## src/rtl/pipelined_shifter_if.sv

```systemverilog
// Request/result handshake bundle for pipelined_shifter.
// master drives requests and accepts results; slave is the shifter itself.
interface pipelined_shifter_if #(
    parameter int N = 32
);
    localparam int SW = $clog2(N);

    logic          in_valid;
    logic          in_ready;
    logic [N-1:0]  in_data;
    logic [SW-1:0] shamt;
    logic [1:0]    op;
    logic          out_valid;
    logic          out_ready;
    logic [N-1:0]  out_data;

    modport master (
        output in_valid, in_data, shamt, op, out_ready,
        input  in_ready, out_valid, out_data
    );

    modport slave (
        input  in_valid, in_data, shamt, op, out_ready,
        output in_ready, out_valid, out_data
    );
endinterface

```

## src/rtl/pipelined_shifter.sv

```systemverilog
// Pipelined barrel shifter (SLL/SRL/SRA/ROR): stage k resolves shamt bit k,
// so a result leaves $clog2(N) cycles after acceptance; one global stall enable.
module pipelined_shifter #(
    parameter int N = 32
) (
    input  logic               clk,
    input  logic               rst,
    pipelined_shifter_if.slave bus
);
    localparam int L = $clog2(N);

    logic          en_s;
    logic          accept_s;
    logic          valid_r   [L];
    logic [N-1:0]  data_r    [L];
    logic [L-1:0]  shamt_r   [L];
    logic [1:0]    op_r      [L];
    logic          sign_r    [L];
    logic [N-1:0]  next_data_s [L];

    // One conditional shift by s; SRA fill uses the sign captured at acceptance.
    function automatic logic [N-1:0] shift_step(
        input logic [N-1:0] d,
        input int           s,
        input logic         do_shift,
        input logic [1:0]   op,
        input logic         sign
    );
        logic [N-1:0] r;
        if (do_shift) begin
            case (op)
                2'b00:   r = d << s;
                2'b01:   r = d >> s;
                2'b10:   r = (d >> s) | ({N{sign}} << (N - s));
                2'b11:   r = (d >> s) | (d << (N - s));
                default: r = d;
            endcase
        end else begin
            r = d;
        end
        return r;
    endfunction

    // Global advance enable: the whole pipe moves only when the output slot frees up.
    always_comb begin
        en_s     = !bus.out_valid || bus.out_ready;
        accept_s = bus.in_valid && en_s;
    end

    assign bus.in_ready  = en_s;
    assign bus.out_valid = valid_r[L-1];
    assign bus.out_data  = data_r[L-1];

    // Per-stage shift results; stage 0 works straight off the request operands.
    always_comb begin
        for (int k = 0; k < L; k++) begin
            if (k == 0) begin
                next_data_s[k] = shift_step(bus.in_data, 32'd1, bus.shamt[0],
                                            bus.op, bus.in_data[N-1]);
            end else begin
                next_data_s[k] = shift_step(data_r[k-1], 32'd1 << k, shamt_r[k-1][k],
                                            op_r[k-1], sign_r[k-1]);
            end
        end
    end

    // Stage registers: all advance together on en_s, a non-accept inserts a bubble.
    always_ff @(posedge clk or posedge rst) begin
        if (rst) begin
            for (int k = 0; k < L; k++) begin
                valid_r[k] <= 1'b0;
                data_r[k]  <= {N{1'b0}};
                shamt_r[k] <= {L{1'b0}};
                op_r[k]    <= 2'b00;
                sign_r[k]  <= 1'b0;
            end
        end else if (en_s) begin
            valid_r[0] <= accept_s;
            data_r[0]  <= next_data_s[0];
            shamt_r[0] <= bus.shamt;
            op_r[0]    <= bus.op;
            sign_r[0]  <= bus.in_data[N-1];
            for (int k = 1; k < L; k++) begin
                valid_r[k] <= valid_r[k-1];
                data_r[k]  <= next_data_s[k];
                shamt_r[k] <= shamt_r[k-1];
                op_r[k]    <= op_r[k-1];
                sign_r[k]  <= sign_r[k-1];
            end
        end
    end
endmodule

```

## src/flat_wrapper.sv

```systemverilog
// flat-port wrapper written by rule: the top's interface ports become plain ports
module pipelined_shifter_flat 
#(
    parameter int N = 32
)
  (clk, rst, bus_in_valid, bus_in_data, bus_shamt, bus_op, bus_out_ready, bus_in_ready, bus_out_valid, bus_out_data);
  pipelined_shifter_if #(.N(N)) bus_i ();
  input  logic clk;
  input  logic rst;
  input wire logic [$bits(bus_i.in_valid)-1:0] bus_in_valid;
  input wire logic [$bits(bus_i.in_data)-1:0] bus_in_data;
  input wire logic [$bits(bus_i.shamt)-1:0] bus_shamt;
  input wire logic [$bits(bus_i.op)-1:0] bus_op;
  input wire logic [$bits(bus_i.out_ready)-1:0] bus_out_ready;
  output wire logic [$bits(bus_i.in_ready)-1:0] bus_in_ready;
  output wire logic [$bits(bus_i.out_valid)-1:0] bus_out_valid;
  output wire logic [$bits(bus_i.out_data)-1:0] bus_out_data;
  assign bus_i.in_valid = bus_in_valid;
  assign bus_i.in_data = bus_in_data;
  assign bus_i.shamt = bus_shamt;
  assign bus_i.op = bus_op;
  assign bus_i.out_ready = bus_out_ready;
  assign bus_in_ready = bus_i.in_ready;
  assign bus_out_valid = bus_i.out_valid;
  assign bus_out_data = bus_i.out_data;
  pipelined_shifter #(.N(N)) u_core (.clk(clk), .rst(rst), .bus(bus_i));
endmodule
```

## config.mk

```make
export PLATFORM = sky130hd
export DESIGN_NAME = pipelined_shifter_flat
export DESIGN_NICKNAME = d
export VERILOG_FILES = /design/src/rtl/pipelined_shifter_if.sv /design/src/rtl/pipelined_shifter.sv /design/src/flat_wrapper.sv
export SDC_FILE = /design/constraint.sdc
export NUM_CORES = 1
export LEC_CHECK = 0
export BUFFER_PORTS_ARGS = -buffer_cell sky130_fd_sc_hd__buf_2
export CAP_MARGIN = 25
export CORE_ASPECT_RATIO = 0.7
export CORE_MARGIN = 4
export CORE_UTILIZATION = 31
export DETAILED_ROUTE_END_ITERATION = 12
export MAX_ROUTING_LAYER = met4
export PLACE_DENSITY_LB_ADDON = 0.05
export SETUP_SLACK_MARGIN = 0.1
export SLEW_MARGIN = 20
export SYNTH_ARGS = -nofsm -noshare
export SYNTH_HDL_FRONTEND = slang
export SYNTH_SLANG_ARGS = --single-unit
```

## constraint.sdc

```tcl
create_clock -name clk -period 6 [get_ports clk]
set_clock_uncertainty 0.1 [all_clocks]
set_input_delay 0.6 -clock clk [delete_from_list [all_inputs] [get_ports clk]]
set_output_delay 0.6 -clock clk [all_outputs]
set_load 0.05 [all_outputs]
```

==> metrics, run 1 <==
Pleak=4.68 nW; Clock Tree Root=clkbuf_16; crit path time final=2.94 ns; Reg clk slew, reported paths=0.08 ns; setup_tns=0 ns; Post-Synthesis Mean Instance Area=9.65 um2; Mapped Area=10,200 um2; dpl hpwl=20,500 um; # port buffers=76; FP Rows=55; Hold WS=0.0559 ns; Reg-to-Reg Start=u_core.bus.out_valid$_DFFE_PP0N_; cells after synthesis=1,056; vias in the first global route=7,754; outcome=finished clean; routed vias=7,759; CTS hold repair buffers=0; hold crit path type=primary input to async pin; worst r2r path cells=5; gr ovfl total=0; met3 GRT Util=3.07%; worst path bufs/invs=2; crit path launch type=flop; syn_nets=1,099; final cell count without fillers=1,479; r2r endpoint=u_core.bus.out_data[27]$_DFFE_PP0N_; Slew headroom=39.0%; most common cell after layout, fill and taps aside=nand2_1; slowest stage delay, CP=0.70 ns; most frequent cells in the layout=nand2_1, dfrtp_1, mux2i_1, nand3b_1, o211ai_1; Post-synth EDFFs=0; Placed Cells=1,446; ys async rst share=100%; Setup Buffers After CTS=0; top cell type's share of synthesized area=45.9%; PnR worst setup slack=3.06 ns; later-pin clock latency in the skew report=0.46 ns; pin count of the biggest net entering global routing=105; worst slew pin tran=0.915 ns; #FFs+latches synth=187; H-tree depth=4; initial antenna violation count=1; Max Clock Freq=341 MHz; worst slack at placement=2.37 ns; Top FF cell, synth=dfrtp_1; unrepaired setup endpoints after global routing=false; pwr/cell area=576 nW/um2; Critical-path top delay cell=buf_4; number of detailed-route iterations in the first pass=5; Ports=77; period utilisation layout=48.9%; post-route cell area=11,200 um2; Global Route Usage Sum=17.8%; RePlAce Congestion=0.740; worst setup path startpoint=u_core.bus.out_valid$_DFFE_PP0N_; Die ar.=35,900 um2; critical path arrival=3.19 ns; DRT Wirelength=30,300 um; area growth from synthesis to final layout=9.39%; Synth area leaders=dfrtp_1, mux2i_1, nand2_1, nand3b_1, o211ai_1; Synth cell types=38; post-layout utilization of the core=34.5%; Ys Warns=0; crit-path cells=nor2b_4, buf_4, buf_6, nor3_1, a211oi_1; Final setup viols=0; antenna-violating nets left=0; R2R setup slack=3.06 ns; Yosys top cell by area=dfrtp_1; M1 GR Usage=28.5%; critical path fanouts, max=104; max cap viols=0; DRT iter0 DRCs=544; busiest grt layer=met1; sequential cell area fraction in the yosys report=45.9%; CP Class=flop to flop; number of fill cells in the layout=3,358; Cell Area, Placed=10,500 um2; M2 GR Usage=23.2%; # clock sinks=187; Hold Vio Cnt, Final=0; Vias/cell=5.25; Initial Util=31.5%; WL/cell=20.5 um; cell family with most CP delay=buffers and inverters; global-route wire length before repair=48,900 um; die height=160 um; clk buf depth=2; Nets=1,082; CTS tree=yes; core area=32,300 um2; Tot Pwr=6.42 mW; Worst VDD drop=209 uV; TritonCTS buffer count=17; # resized after CTS=0; # DRC=0; layout cell share with drive strength beyond 1=13.9%; Slew Limit Fails=0; Die X=225 um; Crit. End Element=flop; diode count=0; Crit path required time=6.26 ns
-- how the worst max path moves through the flow --
stage | to | cells after the start | slack (ns)
finish | u_core.bus.out_data[27]$_DFFE_PP0N_ | 5 | 3.06
global route | u_core.bus.out_data[28]$_DFFE_PP0N_ | 5 | 2.79
CTS | u_core.bus.out_data[27]$_DFFE_PP0N_ | 5 | 2.69
detailed placement | u_core.bus.out_data[18]$_DFFE_PP0N_ | 6 | 2.37
global placement | u_core.bus.out_data[30]$_DFFE_PP0N_ | 6 | 2.42
floorplan | u_core.bus.out_data[0]$_DFFE_PP0N_ | 1 | 0.21
-- routing by layer --
metal / share of wire [%] / wire length, um
met1: 56 / 16900
met2: 40 / 12200
met3: 3.3 / 990
met4: 0.77 / 233
met5: 0 / 0
-- power by group --
| part | internal (mW) | switching, mW |
|---|---|---|
| logic | 0.987 | 1.65 |
| registers | 1.81 | 0.721 |
| clock network | 0.722 | 0.539 |
-- worst reg2reg max path, delay by kind of cell, from the launching register on --
family                 cells  cell delay, ns
AO/OA/AOI/OAI              1            0.25
buffers and inverters      2            1.42
flip-flops                 1            0.35
AND/OR/NAND/NOR            2            0.73
-- cell families after synthesis --
group           Yosys count  share of synthesized area (%)
xor+xnor                  1                          0.160
simple gates            430                           20.8
buf+inv                 128                           7.47
compound gates          197                           14.6
flops                   187                           45.9
mux                     113                           11.1
-- registers in the layout, summed over array words and instances (netlist names) --
register / count
u_core.valid_r: 4
u_core.data_r: 128
u_core.bus.out_valid: 1
u_core.sign_r: 4
u_core.bus.out_data: 32
u_core.shamt_r: 10
u_core.op_r: 8
-- cell type report --
class / count / area (um2) / area share (%)
clock buffers: 19 / 453 / 4.06
clock inverters: 13 / 189 / 1.69
inverters: 4 / 27.5 / 0.247
multi-input cells: 741 / 4760 / 42.7
flip-flops and latches: 187 / 4680 / 42.0
well taps: 427 / 534 / 4.79
repair buffers: 88 / 507 / 4.54
-- Yosys cell counts, types with 2 or more instances --
library cell  count
a221oi_1         16
or2_2             3
dfrtp_1         187
a31oi_1          14
mux2i_1         112
buf_6            11
buf_4            41
inv_1             2
nor2_2            2
nor2b_1          14
o21a_1            2
buf_2            36
o211a_1           2
a211oi_1         14
clkbuf_1         35
a211oi_2         10
and2_0            3
o211ai_1         98
nand2_2           3
nor3_1           25
nand3_1           6
nand2_1         214
nand3b_1         99
o21ai_0          26
a2bb2oi_1        12
nor2_1           57
(Power assumes the default switching activity.)
==> run 2: changes to the inputs <==
==> constraint.sdc (replaced) <==
create_clock -name clk -period 2.8 [get_ports clk]
set_clock_uncertainty 0.1 [all_clocks]
set_input_delay 0.28 -clock clk [delete_from_list [all_inputs] [get_ports clk]]
set_output_delay 0.28 -clock clk [all_outputs]
set_load 0.05 [all_outputs]
==> metrics, run 2 (same netlist as run 1, synthesis figures left out) <==
outcome=finished clean; crit path launch type=flop; diode count=0; initial antenna violation count=0; most common cell after layout, fill and taps aside=nand2_1; Slew headroom=32.4%; PnR worst setup slack=0.522 ns; Crit. End Element=primary output; post-layout utilization of the core=34.8%; vias in the first global route=7,801; Slew Limit Fails=0; met3 GRT Util=3.16%; pwr/cell area=1230 nW/um2; Final setup viols=0; setup_tns=0 ns; routed vias=7,791; Die X=225 um; most frequent cells in the layout=nand2_1, dfrtp_1, mux2i_1, nand3b_1, o211ai_1; unrepaired setup endpoints after global routing=false; FP Rows=55; crit path time final=2.28 ns; critical path arrival=1.90 ns; layout cell share with drive strength beyond 1=13.9%; M1 GR Usage=28.9%; max FFs per register=128; RePlAce Congestion=0.772; pin count of the biggest net entering global routing=199; global-route wire length before repair=49,500 um; period utilisation layout=81.4%; DRT Wirelength=31,100 um; TritonCTS buffer count=17; r2r endpoint=u_core.data_r[46]$_DFFE_PP0N_; Global Route Usage Sum=18.0%; # clock sinks=187; worst r2r path cells=5; worst slack at placement=0.743 ns; Tot Pwr=13.8 mW; area growth from synthesis to final layout=10.4%; WL/cell=20.8 um; dpl hpwl=20,500 um; DRT iter0 DRCs=522; worst setup path startpoint=u_core.bus.out_valid$_DFFE_PP0N_; CTS hold repair buffers=12; largest reg by FF count=u_core.data_r; Hold Vio Cnt, Final=0; CP Class=flop to primary output; clk buf depth=2; antenna-violating nets left=0; Ports=77; Setup Buffers After CTS=0; Reg-to-Reg Start=u_core.bus.out_valid$_DFFE_PP0N_; Initial Util=31.5%; Critical-path top delay cell=buf_4; later-pin clock latency in the skew report=0.45 ns; M2 GR Usage=23.4%; worst slew pin tran=1.01 ns; H-tree depth=4; R2R setup slack=0.78 ns; number of fill cells in the layout=3,337; core area=32,300 um2; Pleak=4.73 nW; Max Clock Freq=439 MHz; CTS tree=yes; crit-path cells=nor2b_4, inv_6, buf_4, buf_2; hold crit path type=primary input to flop; number of detailed-route iterations in the first pass=5; max cap viols=0; Clock Tree Root=clkbuf_16; Critical Path End=bus_in_ready; Reg clk slew, reported paths=0.08 ns; # port buffers=76; slowest stage delay, CP=0.39 ns; Die ar.=35,900 um2; Crit path required time=2.42 ns; die height=160 um; # resized after CTS=0; Vias/cell=5.20; # DRC=0; Nets=1,100; busiest grt layer=met1; Worst VDD drop=407 uV; gr ovfl total=0; critical path fanouts, max=34
[run 2: power by group]
part | switching [mW] | leakage (nW) | internal (mW)
logic | 3.69 | 2.14 | 2.18
clock network | 1.19 | 0.279 | 1.41
registers | 1.45 | 2.31 | 3.87
total | 6.33 | 4.73 | 7.47
[run 2: worst min-delay path by stage]
stage / from / to / cells after the start
floorplan: bus_shamt[2] / u_core.shamt_r[22]$_DFFE_PP0N_ / 2
detailed placement: rst / u_core.data_r[119]$_DFFE_PP0N_ / 2
CTS: bus_in_data[16] / u_core.data_r[144]$_DFFE_PP0N_ / 3
global placement: rst / u_core.data_r[119]$_DFFE_PP0N_ / 2
global route: bus_in_data[2] / u_core.data_r[130]$_DFFE_PP0N_ / 3
finish: bus_in_data[16] / u_core.data_r[144]$_DFFE_PP0N_ / 3
[run 2: layer usage]
metal	routed length [um]	up-vias	part of all wire (%)
met1	17200	3940	55
met3	1000	12	3.2
li1	-	3718	-
met4	206	0	0.66
met5	0	-	0
met2	12700	121	41
[run 2: layout make-up]
cell class                      count  area (um2)  area share, %
Multi-Input combinational cell    741        4760           42.3
Sequential cell                   187        4680           41.6
Timing Repair Buffer              106         661           5.87
Tap cell                          427         534           4.75
Clock buffer                       18         429           3.81
Clock inverter                     14         169           1.50
Inverter                            4        23.8          0.211
[run 2: critical path: cells and delay by family, from the launching register on]
family | cells | cell delay [ns]
buffers and inverters | 3 | 0.92
DFF | 1 | 0.37
and+or+nand+nor | 1 | 0.15
[run 2: metrics by stage]
stage               cells  area, um2  hold WS (ns)
CTS                  1497      11300      0.000205
global placement     1453      10500         0.124
floorplan            1056      10200         0.292
finish               1497      11300        0.0243
global route         1497      11300        0.0130
detailed placement   1453      10500         0.118
==> run 3: changes to the inputs <==
--- a/config.mk
+++ b/config.mk
@@ -5,6 +5,7 @@
 export SDC_FILE = /design/constraint.sdc
 export NUM_CORES = 1
 export LEC_CHECK = 0
+export ABC_AREA = 1
 export BUFFER_PORTS_ARGS = -buffer_cell sky130_fd_sc_hd__buf_2
 export CAP_MARGIN = 25
 export CORE_ASPECT_RATIO = 0.7
==> constraint.sdc (replaced) <==
create_clock -name clk -period 1.95 [get_ports clk]
set_clock_uncertainty 0.1 [all_clocks]
set_input_delay 0.195 -clock clk [delete_from_list [all_inputs] [get_ports clk]]
set_output_delay 0.195 -clock clk [all_outputs]
set_load 0.05 [all_outputs]
==> metrics, run 3 <==
die height=165 um; later-pin clock latency in the skew report=0.45 ns; diode count=0; crit path time final=1.71 ns; core area=34,700 um2; Pleak=6.61 nW; syn_nets=1,681; r2r endpoint=u_core.data_r[105]$_DFFE_PP0N_; FP Rows=57; Slew Limit Fails=0; ys async rst share=100%; sw frac=49.2%; area growth from synthesis to final layout=14.4%; Top FF cell, synth=dfrtp_1; setup_tns=0 ns; critical path fanouts, max=65; PnR worst setup slack=0.240 ns; initial antenna violation count=0; Logic pwr share=49.5%; DRT iter0 DRCs=867; max cap viols=0; Reg-to-Reg Start=u_core.bus.out_valid$_DFFE_PP0N_; most common cell after layout, fill and taps aside=nand2_1; vias in the first global route=9,536; CTS tree=yes; Die X=232 um; sequential cell area fraction in the yosys report=43.0%; unrepaired setup endpoints after global routing=false; layout cell share with drive strength beyond 1=10.3%; cells after synthesis=1,638; period utilisation layout=87.7%; DRT Wirelength=33,500 um; Synth cell types=17; Slew headroom=55.8%; RePlAce Congestion=0.802; top cell type's share of synthesized area=43.0%; Int Pwr=11.0 mW; Post-synth EDFFs=0; Crit. End Element=flop; pwr/cell area=1740 nW/um2; Reg clk slew, reported paths=0.07 ns; Ports=77; gr ovfl total=0; Ys Warns=0; Crit path required time=2.18 ns; # port buffers=76; min-delay src=bus_in_data[4]; number of detailed-route iterations in the first pass=5; # clock sinks=187; Hold Path Sink=u_core.data_r[131]$_DFFE_PP0N_; critical path arrival=1.94 ns; Clock Tree Root=clkbuf_16; Post-Synthesis Mean Instance Area=6.64 um2; CP Class=flop to flop; global-route wire length before repair=54,600 um; Synth area leaders=dfrtp_1, nand2_1, inv_1, nor2_1, a21oi_1; pin count of the biggest net entering global routing=74; H-tree depth=4; Global Route Usage Sum=18.6%; Nets=1,706; # DRC=0; largest reg by FF count=u_core.data_r; worst r2r path cells=6; R2R setup slack=0.24 ns; crit path launch type=flop; hold crit path type=primary input to flop; Hold Vio Cnt, Final=0; Worst VDD drop=637 uV; outcome=finished clean; synth cell count leaders=nand2_1, inv_1, nor2_1; routed vias=9,921; sequential share of power=33.3%; most frequent cells in the layout=nand2_1, inv_1, nor2_1, dfrtp_1, a21oi_1; Die ar.=38,200 um2; worst slew pin tran=0.661 ns; Yosys top cell by area=dfrtp_1; #FFs+latches synth=187; Final setup viols=0; clk buf depth=2; post-layout utilization of the core=35.9%; worst slack at placement=0.393 ns; Tot Pwr=21.7 mW; clock power share=17.1%; NetSw=10.7 mW; max FFs per register=128; Initial Util=31.4%; dpl hpwl=23,700 um; hold path depth=5; Max Clock Freq=585 MHz; count leader, synth=nand2_1; Mapped Area=10,900 um2; WL/cell=15.6 um; TritonCTS buffer count=17; antenna-violating nets left=0; Vias/cell=4.62
run 3: changes by cell type in the layout (fill, tap and decap cells not counted), moves of 14 or more:
| cell | change |
|---|---|
| a211oi_1 | -14 |
| a21oi_1 | +128 |
| a221oi_1 | -16 |
| a31oi_1 | -14 |
| inv_1 | +236 |
| mux2i_1 | -112 |
| nand2_1 | +257 |
| nand3_1 | +109 |
| nand3b_1 | -99 |
| nor2_1 | +149 |
| nor2b_1 | -14 |
| o211ai_1 | -98 |
| o21ai_0 | +77 |
| o21ai_1 | +27 |
run 3: repair_timing:
item                                    4_1_cts  5_1_grt
gates cloned                                  1        1
endpoints found under the setup margin        1        2
resized for setup                             4        1
pin swaps                                     1        0
setup buffers                                 1        0
hold endpoints to repair                     22        0
hold buffers                                 14        0
run 3: worst max-delay path by stage:
stage                                     start                                  to  slack, ns  depth (start not counted)
2_1_floorplan                               rst  u_core.bus.out_data[0]$_DFFE_PP0N_      -0.75                          1
6_report       u_core.bus.out_valid$_DFFE_PP0N_      u_core.data_r[105]$_DFFE_PP0N_       0.24                          6
4_1_cts        u_core.bus.out_valid$_DFFE_PP0N_                        bus_in_ready       0.20                          3
5_1_grt        u_core.bus.out_valid$_DFFE_PP0N_      u_core.data_r[106]$_DFFE_PP0N_        0.1                          6
3_5_place_dp   u_core.bus.out_valid$_DFFE_PP0N_                        bus_in_ready       0.39                          3
3_3_place_gp   u_core.bus.out_valid$_DFFE_PP0N_                        bus_in_ready       0.43                          3
run 3: routing by layer:
metal / global-route usage, % / up-vias / share of wire (%)
met5: - / - / 0
met4: 3.31 / 0 / 0.79
met3: 2.83 / 17 / 3.4
met2: 23.6 / 161 / 38
met1: 30.5 / 4704 / 57
li1: - / 5039 / -
run 3: kinds of logic after synthesis:
family	count (synthesis)	synth area share (%)
and+or+nand+nor	818	30.0
DFF	187	43.0
buffers and inverters	374	15.0
AOI/OAI and AO/OA	259	11.9
run 3: final cells by class:
class                           instances  area [um2]
Clock buffer                           19         453
Clock inverter                         13         155
Fill cell                            3843       22200
Inverter                              247         931
Multi-Input combinational cell       1078        4590
Sequential cell                       187        4680
Tap cell                              472         591
Timing Repair Buffer                  132        1050
run 3: per-stage QoR:
stage / hold slack [ns] / cell area, um2 / cells
5_1_grt: 0.0383 / 12400 / 2148
4_1_cts: 0.000605 / 12400 / 2147
3_3_place_gp: 0.225 / 11600 / 2099
2_1_floorplan: 0.212 / 10900 / 1638
6_report: 0.0241 / 12400 / 2148
3_5_place_dp: 0.221 / 11600 / 2099
run 3: power by group through the flow:
| stage | combinational (mW) | sequential, mW | clock [mW] |
|---|---|---|---|
| floorplan | 8.45 | 6.68 | 0 |
| global placement | 10.7 | 7.28 | 0 |
| detailed placement | 10.6 | 7.29 | 0 |
| CTS | 10.7 | 7.25 | 3.83 |
| global route | 12.3 | 7.46 | 3.97 |
| finish | 10.7 | 7.22 | 3.71 |
run 3: worst max-delay path, stage by stage (launching register included):
cell     delay (ns)
dfrtp_2        0.49
nand2_8        0.09
buf_4          0.31
buf_12         0.30
o21ai_0        0.16
inv_1          0.07
a21oi_1        0.06
